--- src/rtl/pipe_stage_skid.sv ---
// rtl/pipe_stage_skid.sv - valid/ready pipeline stage register with two-entry skid buffer
//
// Purpose:
//   Inter-stage register for the five-stage CPU. It moves a control field and
//   a data field under a valid/ready handshake. A skid register absorbs the
//   one extra entry accepted after out_ready drops. Because of this, in_ready
//   depends only on registered state. Flush squashes all held entries into
//   bubbles. A saturating counter records back-pressure cycles.
//
// Parameters:
//   CTRL_W     control field width, zeroed on bubble/flush
//   DATA_W     data field width
//   CLEAR_DATA 1 = data also zeroed on flush, 0 = data retained
//   CNT_W      stall counter width
//
// Ports:
//   clk        clock, rising edge
//   clrn       asynchronous active-low reset
//   flush      synchronous squash, highest priority
//   in_valid   upstream entry present
//   in_ready   stage can accept (registered: !skid_valid)
//   in_ctrl    upstream control field
//   in_data    upstream data field
//   out_valid  head entry presented downstream
//   out_ready  downstream accepts
//   out_ctrl   head control, all-zero while out_valid=0
//   out_data   head data, holds last value while out_valid=0
//   occupancy  entries held (0, 1, 2)
//   stall_cnt  saturating count of out_valid && !out_ready cycles

module pipe_stage_skid #(
   parameter int CTRL_W     = 8,
   parameter int DATA_W     = 101,
   parameter int CLEAR_DATA = 0,
   parameter int CNT_W      = 16
) (
   input  logic              clk,
   input  logic              clrn,
   input  logic              flush,
   input  logic              in_valid,
   output logic              in_ready,
   input  logic [CTRL_W-1:0] in_ctrl,
   input  logic [DATA_W-1:0] in_data,
   output logic              out_valid,
   input  logic              out_ready,
   output logic [CTRL_W-1:0] out_ctrl,
   output logic [DATA_W-1:0] out_data,
   output logic [1:0]        occupancy,
   output logic [CNT_W-1:0]  stall_cnt
);

   typedef enum logic [1:0] {
      EMPTY = 2'd0,
      ONE   = 2'd1,
      FULL  = 2'd2
   } state_t;

   localparam logic [CNT_W-1:0] CNT_MAX = '1;

   state_t state;
   state_t state_nxt;

   logic [CTRL_W-1:0] main_ctrl;
   logic [DATA_W-1:0] main_data;
   logic [CTRL_W-1:0] skid_ctrl;
   logic [DATA_W-1:0] skid_data;

   logic main_valid;
   logic skid_valid;
   logic in_xfer;
   logic out_xfer;

   logic load_main_in;
   logic load_main_skid;
   logic load_skid_in;

   // Valid bits are decoded from the state register, so they are registered too.
   assign main_valid = (state != EMPTY);
   assign skid_valid = (state == FULL);

   assign in_ready  = !skid_valid;
   assign out_valid = main_valid;
   assign in_xfer   = in_valid && in_ready;
   assign out_xfer  = out_valid && out_ready;

   // Gate ctrl so a bubble can never assert write enables downstream.
   assign out_ctrl  = main_valid ? main_ctrl : '0;
   assign out_data  = main_data;
   assign occupancy = skid_valid ? 2'd2 : (main_valid ? 2'd1 : 2'd0);

   always_ff @(posedge clk or negedge clrn) begin
      if (!clrn) begin
         state <= EMPTY;
      end else begin
         state <= state_nxt;
      end
   end

   always_comb begin
      state_nxt      = state;
      load_main_in   = 1'b0;
      load_main_skid = 1'b0;
      load_skid_in   = 1'b0;
      if (flush) begin
         state_nxt = EMPTY;
      end else begin
         case (state)
            EMPTY: begin
               if (in_xfer) begin
                  load_main_in = 1'b1;
                  state_nxt    = ONE;
               end
            end
            ONE: begin
               if (in_xfer && out_xfer) begin
                  load_main_in = 1'b1;
               end else if (in_xfer) begin
                  // Downstream stalled: park the younger entry behind main.
                  load_skid_in = 1'b1;
                  state_nxt    = FULL;
               end else if (out_xfer) begin
                  state_nxt = EMPTY;
               end
            end
            FULL: begin
               // in_ready is low here, so only the drain of main can happen.
               if (out_xfer) begin
                  load_main_skid = 1'b1;
                  state_nxt      = ONE;
               end
            end
            default: begin
               state_nxt = EMPTY;
            end
         endcase
      end
   end

   always_ff @(posedge clk or negedge clrn) begin
      if (!clrn) begin
         main_ctrl <= '0;
         main_data <= '0;
         skid_ctrl <= '0;
         skid_data <= '0;
      end else if (flush) begin
         main_ctrl <= '0;
         skid_ctrl <= '0;
         if (CLEAR_DATA != 0) begin
            main_data <= '0;
            skid_data <= '0;
         end
      end else begin
         if (load_main_in) begin
            main_ctrl <= in_ctrl;
            main_data <= in_data;
         end else if (load_main_skid) begin
            main_ctrl <= skid_ctrl;
            main_data <= skid_data;
         end
         if (load_skid_in) begin
            skid_ctrl <= in_ctrl;
            skid_data <= in_data;
         end
      end
   end

   // Counts every stalled cycle, including a flush cycle. Only reset clears it.
   always_ff @(posedge clk or negedge clrn) begin
      if (!clrn) begin
         stall_cnt <= '0;
      end else if (out_valid && !out_ready && (stall_cnt != CNT_MAX)) begin
         stall_cnt <= stall_cnt + CNT_W'(1);
      end
   end

endmodule
--- config.mk ---
export PLATFORM = sky130hd
export DESIGN_NAME = pipe_stage_skid
export DESIGN_NICKNAME = d
export VERILOG_FILES = /design/src/rtl/pipe_stage_skid.sv
export SDC_FILE = /design/constraint.sdc
export NUM_CORES = 1
export LEC_CHECK = 0
export BUFFER_PORTS_ARGS = -buffer_cell sky130_fd_sc_hd__buf_2
export CORE_AREA = 2 2 140 142
export DETAILED_ROUTE_END_ITERATION = 8
export DIE_AREA = 0 0 142 144
export PLACE_DENSITY = 0.85
export SYNTH_ARGS = -nofsm -noshare
export SYNTH_HDL_FRONTEND = slang
export SYNTH_SLANG_ARGS = --single-unit
--- constraint.sdc ---
create_clock -name clk -period 3.5 [get_ports clk]
set_clock_uncertainty 0.05 [all_clocks]
set_input_delay 0.7 -clock clk [delete_from_list [all_inputs] [get_ports clk]]
set_output_delay 0.7 -clock clk [all_outputs]
set_load 0.005 [all_outputs]
==> run_results.csv <==
group,metric,value,unit
critical_path,required,2.75,ns
timing,rsz0062_at_grt,"no",
critical_path,crit_path_max_fanout,9,
placed_design,placed_cells,1146,
timing,fin_crit,2.49,ns
timing,relSlewSlack,51.6,%
yosys,synthXorXnorAreaFrac,1.12,%
clocking,post-cts-setup-buffers,0,
timing,tightestPinTransition,0.726,ns
timing,fmax,0.402,GHz
timing,finalCritPeriodShare,71.1,%
yosys,syn-num-nets,809,
finish,nNetsFinal,1051,
clocking,cts.clk_slew.worst_paths,0.06,ns
clocking,cts_resized,0,
yosys,ys_ff_latch,236,
die,die_w,142,um
finish,syn2layout_area_growth,21.4,%
timing,slew_violations,0,
clocking,clk_latency,0.51,ns
routing,finalWirelength,21900,um
routing,via_per_inst,5.46,
clocking,cts_sinks,236,
global_routing,antenna_found_initial,2,
flow_run,drv_cap,0,
routing,drc,0,
global_routing,grt_pass1_wl,35300,um
pwr,p_leak,6.52,nW
global_routing,grt_max_degree,95,
routing,wl_per_cell,18.4,um
placed_design,portBuffers,242,
routing,drt.antenna.violating_nets,0,
yosys,syn_inst,694,
yosys,synthMuxAreaShare,36.9,%
run_status,outcome,"finished clean",
die,initial_core_util,57.6,%
hold_path,hp-class,"in -> async",
die,core,19100,um2
die,die_y,144,um
placed_design,place_area,12300,um2
pwr,power_density,714,nW/um2
critical_path,path_class,"reg -> out",
critical_path,end_kind,"primary output",
global_routing,grt_usage,21.4,%
placed_design,hpwl,14500,um
yosys,synthSimpleGateAreaFrac,3.02,%
routing,drt_pass1_iterations,4,
yosys,netlist_area,11000,um2
placed_design,place_congestion,0.795,
timing,setup_violations,0,
finish,antenna_cells,0,
die,die_area,20400,um2
routing,dr_total_vias,6512,
routing,first_iter_violations,160,
finish,layout-drive-gt1-share,63.8,%
yosys,ys_types,39,
die,boundaryPins,243,
yosys,ys_seq_area_share,53.8,%
critical_path,arrival,1.74,ns
timing,fin_tns_setup,0,ns
yosys,avgSynthCellArea,15.8,um2
finish,final_cell_area,13300,um2
clocking,cts_buffer_depth,3,
pwr,power.total,9.52,mW
clocking,htreeDepth,1,
clocking,root_buffer,"clkbuf_16",
timing,fin_ws,1.01,ns
finish,layout.cells.non_filler,1192,
yosys,synth_compound_area_share,2.02,%
yosys,synthAdderAreaFrac,0.114,%
die,rows,51,
yosys,synth_top_family_by_area,"multiplexers",
clocking,cts_hold_buffers,0,
global_routing,grt-ovfl-total,0,
global_routing,grt_pass1_vias,6980,
placed_design,post-place-ws,0.881,ns
clocking,cts_made_buffers,26,
pwr,vdd_drop_max,0.490,mV
timing,hold_violations,0,
yosys,ys_warn_count,0,
critical_path,start_kind,"register",
critical_path,r2r.worst_path.cells,5,
clocking,cts_tree,"done",
==> registers in the layout (all words and copies together), names as in the netlist <==
name,count
state,2
out_data,101
main_ctrl,8
skid_ctrl,8
skid_data,101
stall_cnt,16
==> cells by family (layout without fill, tap and decap cells) <==
logic type	Yosys count	count (layout)
AOI/OAI and AO/OA	25	25
buffers and inverters	44	304
muxes	314	314
and+or+nand+nor	60	60
xor gates and xnor gates	14	14
adders and majority gates	1	1
DFF	236	236
==> per-layer routing <==
metal	wire length, um	GRT usage [%]
met3	1450	5.83
met4	565	7.00
met2	10800	36.5
met5	13	0
met1	9020	26.8
==> cell type report <==
| class | count | area (um2) |
|---|---|---|
| Multi-Input combinational cell | 414 | 4760 |
| Sequential cell | 236 | 5910 |
| Clock buffer | 36 | 759 |
| Clock inverter | 10 | 225 |
| Inverter | 4 | 15.0 |
| Tap cell | 238 | 298 |
| Timing Repair Buffer | 254 | 1370 |
| Fill cell | 1292 | 5750 |
==> worst max-delay path, cell delays in order (launching register included) <==
cell and delay, ns:
dfrtp_1 0.46, nor2_1 0.47, nor2b_1 0.14, buf_2 0.16
==> cells in the mapped netlist (all sizes together) <==
master	count	area share, %
mux2	305	36
dfrtp	236	54
buf	38	2.9
nand2	14	0.48
nor2	10	0.36
nor2b	10	0.64
mux2i	9	0.82
xor2	9	0.72
a22o	8	0.64
o31ai	8	0.55
nor3	7	0.36
nand3	5	0.23
nand4	5	0.34
xnor2	5	0.40
inv	4	0.14
a21oi	3	0.14
nor4	3	0.17
clkbuf	2	0.068
a221oi	1	0.14
a22oi	1	0.068
and2b	1	0.091
and3	1	0.057
ha	1	0.11
nand2b	1	0.057
o21ba	1	0.091
o21bai	1	0.068
o22a	1	0.080
o41ai	1	0.25
or2b	1	0.068
or3	1	0.057
or4	1	0.10
==> cell usage in the layout (no fill, tap or decap), drive strengths merged <==
master,synthesis,layout
a21oi,3,3
a221oi,1,1
a22o,8,8
a22oi,1,1
and2b,1,1
and3,1,1
buf,38,254
bufinv,0,7
clkbuf,2,36
clkinv,0,3
dfrtp,236,236
ha,1,1
inv,4,4
mux2,305,305
mux2i,9,9
nand2,14,14
nand2b,1,1
nand3,5,5
nand4,5,5
nor2,10,10
nor2b,10,10
nor3,7,7
nor4,3,3
o21ba,1,1
o21bai,1,1
o22a,1,1
o31ai,8,8
o41ai,1,1
or2b,1,1
or3,1,1
or4,1,1
xnor2,5,5
xor2,9,9
==> power by group <==
group	switching [mW]	internal, mW	leakage, nW
Sequential	0.490	3.57	2.93
Combinational	0.811	1.56	3.10
Clock	1.06	2.02	0.484
==> per-stage QoR <==
stage / hold slack (ns) / util (%)
after CTS: 0.177 / 69.9
after global routing: 0.185 / 69.9
after global placement: 0.404 / 64.7
after floorplan: 0.354 / -
final: 0.151 / 69.9
after detailed placement: 0.419 / 64.7
==> final timing paths <==
path                               from             to  slack (ns)
setup / recovery               state[0]    out_ctrl[3]        1.01
hold / removal                     clrn   skid_ctrl[2]        0.15
min in group clk            in_data[24]  skid_data[24]        0.38
max in group asynchronous          clrn  skid_data[56]        2.39
setup reg to reg               state[1]   out_data[88]        1.18
hold reg to reg            main_ctrl[1]   main_ctrl[1]        0.43
(Power assumes the default switching activity.)
